<file path="config.mk">
export PLATFORM = sky130hd
export DESIGN_NAME = hazard_detect
export DESIGN_NICKNAME = d
export VERILOG_FILES = /design/src/rtl/hazard_detect.sv
export SDC_FILE = /design/constraint.sdc
export NUM_CORES = 1
export LEC_CHECK = 0
export CELL_PAD_IN_SITES_DETAIL_PLACEMENT = 1
export CELL_PAD_IN_SITES_GLOBAL_PLACEMENT = 2
export CORE_MARGIN = 5
export CORE_UTILIZATION = 25
export DETAILED_ROUTE_END_ITERATION = 10
export PLACE_DENSITY = 0.77
export SKIP_CTS_REPAIR_TIMING = 1
export SLEW_MARGIN = 20
export SYNTH_ARGS = -nofsm -noshare
export SYNTH_HDL_FRONTEND = slang
export SYNTH_SLANG_ARGS = --single-unit
</file>
<file path="constraint.sdc">
create_clock -name clk -period 5.6 [get_ports clk]
set_input_delay 1.12 -clock clk [delete_from_list [all_inputs] [get_ports clk]]
set_output_delay 1.12 -clock clk [all_outputs]
set_load 0.02 [all_outputs]
</file>
<file path="src/rtl/hazard_detect.sv">
// hazard_detect: per-stage stall request generator for the 5-stage pipeline.
// Combines instruction-fetch wait, load-use, multi-cycle mul/div occupancy and
// data-memory wait into a {F,D,X,M,W} stall request vector, and keeps a
// stall-cycle counter plus a sticky data-memory timeout flag.
module hazard_detect #(
  parameter int MDIV_LAT    = 4,
  parameter int MEM_TIMEOUT = 255,
  parameter int CNT_W       = 32
) (
  input  logic             clk,
  input  logic             rst_n,
  input  logic             f_imem_ready,
  input  logic [4:0]       d_rs1,
  input  logic [4:0]       d_rs2,
  input  logic             d_use_rs1,
  input  logic             d_use_rs2,
  input  logic [4:0]       x_rd,
  input  logic             x_mem_read,
  input  logic             x_mdiv_start,
  input  logic             m_mem_req,
  input  logic             m_mem_ready,
  output logic [4:0]       stall_req,
  output logic             mdiv_done,
  output logic             mem_timeout,
  output logic [CNT_W-1:0] stall_cycles
);

  localparam int MW = $clog2(MDIV_LAT + 1);
  localparam int WW = $clog2(MEM_TIMEOUT + 1);
  localparam logic [MW-1:0] MDIV_LOAD = MW'(MDIV_LAT - 1);
  localparam logic [MW-1:0] MDIV_ONE  = MW'(1);
  localparam logic [WW-1:0] WAIT_MAX  = WW'(MEM_TIMEOUT);
  localparam logic [WW-1:0] WAIT_ONE  = WW'(1);

  logic [MW-1:0]    mdiv_cnt_q, mdiv_cnt_d;
  logic [WW-1:0]    wait_cnt_q, wait_cnt_d;
  logic             mem_timeout_q, mem_timeout_d;
  logic [CNT_W-1:0] stall_cycles_q, stall_cycles_d;

  logic       stall_f, stall_d, stall_x, stall_m;
  logic       mdiv_accept;
  logic       mdiv_done_raw;
  logic [4:0] stall_vec;

  // Stall sources and next-state computation for all counters.
  always_comb begin
    stall_f = ~f_imem_ready;

    // A load in X whose destination is read by D; x0 never creates a hazard.
    stall_d = x_mem_read && (x_rd != 5'd0) &&
              ((d_use_rs1 && (d_rs1 == x_rd)) || (d_use_rs2 && (d_rs2 == x_rd)));

    // A new op is only accepted when the unit is idle; while busy, a held
    // x_mdiv_start is the same op and is ignored.
    mdiv_accept = x_mdiv_start && (mdiv_cnt_q == '0) && (MDIV_LAT > 1);
    stall_x     = mdiv_accept || (mdiv_cnt_q > MDIV_ONE);
    if (MDIV_LAT == 1) mdiv_done_raw = x_mdiv_start;
    else               mdiv_done_raw = (mdiv_cnt_q == MDIV_ONE);

    // The unit keeps counting even if X is frozen by a downstream stall.
    mdiv_cnt_d = mdiv_cnt_q;
    if (mdiv_accept)             mdiv_cnt_d = MDIV_LOAD;
    else if (mdiv_cnt_q != '0)   mdiv_cnt_d = mdiv_cnt_q - MDIV_ONE;

    stall_m   = m_mem_req && !m_mem_ready;
    stall_vec = {stall_f, stall_d, stall_x, stall_m, 1'b0};

    wait_cnt_d = '0;
    if (stall_m) wait_cnt_d = (wait_cnt_q == WAIT_MAX) ? wait_cnt_q : wait_cnt_q + WAIT_ONE;

    mem_timeout_d  = mem_timeout_q || (stall_m && (wait_cnt_d == WAIT_MAX));
    stall_cycles_d = stall_cycles_q + {{(CNT_W-1){1'b0}}, (stall_vec != 5'd0)};
  end

  // State registers; reset aborts any mul/div op or memory wait in progress.
  always_ff @(posedge clk or negedge rst_n) begin
    if (!rst_n) begin
      mdiv_cnt_q     <= '0;
      wait_cnt_q     <= '0;
      mem_timeout_q  <= 1'b0;
      stall_cycles_q <= '0;
    end else begin
      mdiv_cnt_q     <= mdiv_cnt_d;
      wait_cnt_q     <= wait_cnt_d;
      mem_timeout_q  <= mem_timeout_d;
      stall_cycles_q <= stall_cycles_d;
    end
  end

  // Combinational outputs are held quiet while reset is asserted.
  always_comb begin
    stall_req    = rst_n ? stall_vec : 5'd0;
    mdiv_done    = rst_n && mdiv_done_raw;
    mem_timeout  = mem_timeout_q;
    stall_cycles = stall_cycles_q;
  end

endmodule

</file>
Yosys cells after proc, flatten, opt, wreduce, memory -nomap -nowiden
Cells that the tools add are included.

word-level totals
  register bits after elaboration = 44
  bits in latches = 0
  memory bits (writable) = 0
  ROM bits = 0
  input port bits = 24
  output and inout port bits = 39
  word-level logic and storage cells = 36
  memories kept = 0

operators by class
  add/sub/neg operators = 3
  multipliers = 0
  divide/modulo/power cells = 0
  $lt $le $gt $ge = 1
  equal/unequal tests = 5
  shifts and indexed selects = 0
  mux-type cells = 5
  bitwise gates (word level) = 1
  reduce and logical (&&, ||, !) cells = 17

operator list
  operator                                             number
  adder 32 x 1 -> 32 bit                               1
  equality test 8 bit, second input constant           2
  2-to-1 mux 8 bit                                     2
  equality test 5 bit                                  2
  adder 8 x 1 -> 8 bit, second input constant          1
  logical AND 1 bit                                    8
  2-to-1 mux 3 bit                                     2
  2-to-1 mux 5 bit                                     1
  nonzero test 5 bit                                   1
  nonzero test 4 bit                                   1
  equality test 3 x 1 -> 1 bit, second input constant  1
  > comparator 3 x 1 -> 1 bit, second input constant   1
  zero test 3 bit                                      1
  logical OR 1 bit                                     3
  nonzero test 3 bit                                   1
  subtractor 3 x 1 -> 3 bit, second input constant     1
  nonzero test 2 bit                                   1
  zero test 1 bit                                      1
  NOT 1 bit                                            1

Longest topological paths before layout
Gate-level depths: netlist of the first run.

  depth in word-level cells = 6
  mapped depth = 11
  depth with buffers taken out = 11

Worst setup path after synthesis of the first run
OpenSTA, ideal clock, no wires.

  path type = input port to output port
  start point = in x_rd[0]
  end point = out stall_req[3]
  data arrival time = 2.086 ns
  slack = 2.394 ns
  stages on the path = 5
  buffers on the path = 0
  cell sequence = xor2_1 nor4_1 and3_1 o221ai_1 nor2_1

on the way
  cells in the longest elaborated chain, start to end = 5

RTL lines
  what                   RTL line  RTL
  from (decl)            17        input logic [4:0] x_rd,
  equality test 5 bit    51        ((d_use_rs1 && (d_rs1 == x_rd)) || (d_use_rs2 && (d_rs2 == x_rd)));
  logical AND 1 bit      51
  logical OR 1 bit       51
  logical AND 1 bit (*)  50        stall_d = x_mem_read && (x_rd != 5'd0) &&
  2-to-1 mux 5 bit (*)   92        stall_req = rst_n ? stall_vec : 5'd0;
  to (decl)              22        output logic [4:0] stall_req,

Every way passes the cells marked *; elsewhere a longest branch is shown, timed or not.

Worst setup path after layout of the first run
  start point = in x_rd[3]
  end point = out stall_req[3]

The elaborated chain is that of the path after synthesis.

==> metrics.md, run 1 <==
| Metric | Value |
|---|---|
| LEAKAGE | 1.29 nW |
| Synth Cell Area | 2200 um2 |
| Max Root-Sink Buffers | 2 |
| Ys flop type | dfrtp_1 |
| Sequential area share after synthesis | 0.501 |
| CTS tree | done |
| YS warnings | 0 |
| Pwr dens | 282 nW/um2 |
| Die H | 104 um |
| Residual DRC | 0 |
| Mapped Avg Cell Area | 10.5 um2 |
| Final Hold Fails | 0 |
| Core region area | 8640 um2 |
| Async SR Flop Fraction | 1.00 |
| Largest net degree at the start of global routing | 43 |
| Post-synth EDFFs | 0 |
| WS Path Type | input pin to output port |
| Worst r2r src | mdiv_cnt_q[1] |
| I/O pin count | 63 |
| First-pass GRT wire length | 9350 um |
| R2R depth | 11 |
| Setup TNS Final | 0 ps |
| Root Driver | clkbuf_8 |
| Top cell type's share of synthesized area | 0.501 |
| Clk sinks | 44 |
| Skew final | 6.13 ps |
| Multi-input gate area | 1070 um2 |
| Worst slew pin tran | 538 ps |
| Seq cells post-synth | 44 |
| Worst R2R End | stall_cycles[26] |
| Fillers | 989 |
| Num CTS Buffers | 5 |
| Max-slew violations | 0 |
| Commonest non-fill, non-tap cells in the layout | clkdlybuf4s50_1 (60), dfrtp_1 (44), xnor2_1 (22), nand2_1 (20), xor2_1 (19) |
| Netlist cell types | 37 |
| TritonRoute pass-1 iters | 4 |
| Final Net Count | 306 |
| Gate count of the mapped netlist | 210 |
| Syn nets | 240 |
| Slew margin rel. | 0.638 |
| GR Overflow Total | 0 |
| CP required | 4480 ps |
| Critical Path Fanout Max | 3 |
| Hold Path Class | flop to flop |
| Initial core utilization | 0.255 |
| Gpl congestion | 0.762 |
| CP arrival | 3200 ps |
| Worst setup SP type | input pin |
| Total GRT Usage | 0.104 |
| R2r setup slk | 3010 ps |
| Crit path time final | 4320 ps |
| Area contributors post-synth | dfrtp_1 (50%), xnor2_1 (8.8%), xor2_1 (7.6%) |
| Largest area contributor in the netlist | dfrtp_1 |
| Drt initial violations | 61 |
| Crit end category | output port |
| Mean routed wirelength per cell | 14.3 um |
| Die X | 104 um |
| Via count | 1784 |
| Status | completed |
| Area Growth Syn to Fin | 36.5% |
| Routed Antenna Nets | 0 |
| Critical path endpoint | stall_req[3] |
| Clock latency on the worst-skew pair | 290 ps |
| Die ar. | 10800 um2 |
| H-tree Lvls | 2 |
| Fmax | 231 MHz |
| Final period util | 0.772 |
| Vias/cell | 4.67 |
| # port buffers | 61 |
| Initial antenna violation count | 0 |
| FF/Latch Area | 1100 um2 |
| Max_cap viols | 0 |
| Final WL | 5460 um |
| Clk pin slew, worst setup/hold paths | 80 ps |
| Overall power | 0.000845 W |
| Antenna Cells | 0 |
| DP HPWL | 4260 um |
| Core Rows | 34 |
| Unrepaired setup endpoints after global routing | false |
| Layout cells sized above 1 | 0.0511 |
| Final setup fails | 0 |
| Peak VDD IR | 0.217 mV |
| Most common cell after layout, fill and taps aside | clkdlybuf4s50_1 |
| Vias in the first global route | 1874 |
| Worst Setup SP | x_rd[3] |
[cells by family (layout without fill, tap and decap cells)]
family                   after synthesis  after routing  share of synthesized area
AO/OA/AOI/OAI                         15             15                     0.0467
XOR/XNOR                              41             41                      0.163
adder cells (fa/ha/maj)                6              6                     0.0341
buffers and inverters                  6             70                     0.0120
flip-flops                            44             44                      0.501
multiplexers                           3              3                     0.0142
other                                  1              1                    0.00171
AND/OR/NAND/NOR                       94             94                      0.227
[flip-flops by register name (all words and copies together) (netlist names)]
signal	flops
mem_timeout	1
wait_cnt_q	8
stall_cycles	32
mdiv_cnt_q	3
[cell usage after synthesis (all sizes together) (2+ instances only)]
cell type and instances:
nor4 4, mux2i 2, inv 3, and4 2, or4 2, nor3 8, nand4 9, and3 9
xor2 19, ha 6, nand2 20, dfrtp 44, xnor2 22, nand3 14, nand2b 2, nor2 19
a211oi 2, a21oi 5, a31oi 2, clkbuf 2, or3 2
[report_power, final]
part / internal (W) / switching, W
registers: 0.000359 / 0.0000506
clock network: 0.0000806 / 0.0000987
logic: 0.000126 / 0.000130
[worst max-delay path, cell delays in order]
cell and delay, ps:
clkdlybuf4s50_1 470, xor2_1 190, nor4_1 350, and3_1 220, o221ai_1 130, nor2_1 110, clkdlybuf4s50_1 620
[worst min-delay path by stage]
stage	start	to	slack, ps	cells past startpoint
after floorplan	mdiv_cnt_q[0]	mdiv_cnt_q[0]	470	1
after global placement	stall_cycles[31]	stall_cycles[31]	460	1
after detailed placement	stall_cycles[31]	stall_cycles[31]	460	1
after CTS	stall_cycles[31]	stall_cycles[31]	470	1
after global routing	stall_cycles[31]	stall_cycles[31]	480	1
final	stall_cycles[31]	stall_cycles[31]	460	1
[final cells by class]
class,instances,area share
clock buffer,5,0.0229
inverter,3,0.00375
multi-input combinational,160,0.357
sequential,44,0.367
tap,108,0.0450
timing repair buffer,62,0.204
[metrics by stage]
stage,worst slack (ps),hold slack [ps],area (um2),std cells,util
after floorplan,2390,473,2200,210,-
after global placement,1410,456,2930,377,0.339
after detailed placement,1290,459,2930,377,0.339
after CTS,1300,474,3000,382,0.347
after global routing,1160,483,3000,382,0.347
final,1280,464,3000,382,0.347
[routing by layer]
metal  GRT usage  vias up  wire length (um)  part of all wire
li1            -      863                 -                 -
met1       0.132      886              2500              0.46
met2       0.175       29              2700              0.49
met3      0.0299        6               207             0.038
met4      0.0222        0                51            0.0093
met5           0        -                 0                 0
Note: power is estimated with default switching activity, not from simulation.
==> inputs of run 2 (changes only) <==
PLACE_DENSITY = 0.79   (was 0.77)
clock period = 3.66 ns   (was 5.6 ns; I/O delays follow)
==> run 2 against run 1 <==
Against the previous run: critical path depth unchanged; hold slack worse by 20 ps; clock skew about the same; worst setup slack got worse by 1100 ps; routed wire length grew 5.7%; combinational power grew 57%; total power up 59%; sequential power rose by 54%; sequential cell count stayed put; clock power grew 75%; register-to-register slack worse by 1800 ps; die area unchanged.
==> metrics.md, run 2 (synthesis results as in run 1) <==
| Metric | Value |
|---|---|
| Status | completed |
| Via count | 1811 |
| Max Root-Sink Buffers | 2 |
| Die ar. | 10800 um2 |
| Combinational cell fraction of total power | 0.300 |
| Final WL | 5780 um |
| I/O pin count | 63 |
| Initial core utilization | 0.255 |
| Drt initial violations | 52 |
| Max reg flops | 32 |
| Gpl congestion | 0.731 |
| Final Net Count | 310 |
| Met1 Use GR | 0.136 |
| Skew final | 5.73 ps |
| Crit end category | output port |
| Post-Layout Cell Count | 389 |
| Antenna Cells | 0 |
| Switching Fraction | 0.328 |
| Setup TNS Final | 0 ps |
| Vias in the first global route | 1911 |
| Crit path time final | 3460 ps |
| Root Driver | clkbuf_8 |
| Hold Path Class | input pin to async pin |
| Gr busiest metal | met2 |
| Die H | 104 um |
| Power Internal | 0.000903 W |
| Area Growth Syn to Fin | 38.8% |
| Fillers | 1001 |
| Die X | 104 um |
| GR Util met3 | 0.0292 |
| # port buffers | 61 |
| Clk pin slew, worst setup/hold paths | 80 ps |
| Num CTS Buffers | 5 |
| Largest net degree at the start of global routing | 27 |
| Clock latency on the worst-skew pair | 280 ps |
| LEAKAGE | 1.32 nW |
| Critical Path Fanout Max | 3 |
| Grt met2 use | 0.180 |
| Final Hold Fails | 0 |
| CP arrival | 2730 ps |
| Reg power frac | 0.468 |
| Peak VDD IR | 0.361 mV |
| Pwr dens | 441 nW/um2 |
| NetSw | 0.000442 W |
| Max-slew violations | 0 |
| Fmax | 289 MHz |
| DP HPWL | 4480 um |
| Core region area | 8640 um2 |
| Final period util | 0.945 |
| Initial antenna violation count | 0 |
| Vias/cell | 4.66 |
| Routed Antenna Nets | 0 |
| TritonRoute pass-1 iters | 4 |
| Max_cap viols | 0 |
| First-pass GRT wire length | 9540 um |
| Clk sinks | 44 |
| CP required | 2930 ps |
| Unrepaired setup endpoints after global routing | false |
| CTS tree | done |
| Placed Instances | 381 |
| Most common cell after layout, fill and taps aside | clkdlybuf4s50_1 |
| H-tree Lvls | 2 |
| Final setup fails | 0 |
| GR Overflow Total | 0 |
| Layout cells sized above 1 | 0.0676 |
| Core Rows | 34 |
| Clock share of power | 0.233 |
| Residual DRC | 0 |
| WS Path Type | input pin to output port |
| Total GRT Usage | 0.105 |
| Mean routed wirelength per cell | 14.8 um |
| Worst setup SP type | input pin |
| Commonest non-fill, non-tap cells in the layout | clkdlybuf4s50_1 (60), dfrtp_1 (44), xnor2_1 (22), nand2_1 (20), xor2_1 (19) |
==> run 2: cell types whose count changed in the layout (fill, tap and decap cells not counted) <==
cell      delta
clkbuf_8     +1
clkbuf_1     +2
buf_4        +4
==> run 2: layout make-up <==
type / count / area, um2 / share of cell area
inverter: 3 / 11.3 / 0.00369
clock buffer: 8 / 90.1 / 0.0295
tap: 108 / 135 / 0.0443
timing repair buffer: 66 / 643 / 0.211
multi-input combinational: 160 / 1070 / 0.351
sequential: 44 / 1100 / 0.361
==> run 2: path summary, 6_finish.rpt <==
| check | start | end | slack [ps] | cells after the start |
|---|---|---|---|---|
| max | x_rd[1] | stall_req[3] | 200 | 7 |
| min | rst_n | mdiv_cnt_q[2] | 440 | 2 |
| max reg2reg | mdiv_cnt_q[0] | stall_cycles[28] | 1230 | 11 |
| min reg2reg | mem_timeout | mem_timeout | 490 | 1 |
| max in group asynchronous | rst_n | stall_cycles[16] | 2920 | 2 |
| min in group clk | mem_timeout | mem_timeout | 490 | 1 |
==> run 2: per-layer routing <==
layer | share of wire | routed length (um) | vias to the layer above
met5 | 0 | 0 | -
met4 | 0.0033 | 19 | 0
met3 | 0.036 | 209 | 2
met2 | 0.49 | 2820 | 25
met1 | 0.47 | 2730 | 912
li1 | - | - | 872
==> run 2: through the flow <==
step	area [um2]	setup slack [ps]	hold slack, ps	power, W	util
final	3050	200	445	0.00134	0.353
after floorplan	2200	913	436	0.000838	-
after detailed placement	2960	65.3	476	0.00104	0.343
after global routing	3050	81.4	477	0.00144	0.353
after CTS	3050	174	461	0.00136	0.353
after global placement	2960	116	456	0.00103	0.343
==> run 2: critical path, cell delays in order <==
cell,delay [ps]
clkdlybuf4s50_1,460
xor2_1,190
nor4_1,300
and3_1,200
o221ai_1,120
nor2_1,110
clkdlybuf4s50_1,610
==> run 2: power groups by stage <==
stage	sequential, W	clock [W]	combinational, W
after floorplan	0.000670	0	0.000168
after global placement	0.000635	0	0.000400
after detailed placement	0.000637	0	0.000407
after CTS	0.000629	0.000325	0.000410
after global routing	0.000642	0.000350	0.000444
final	0.000629	0.000313	0.000403
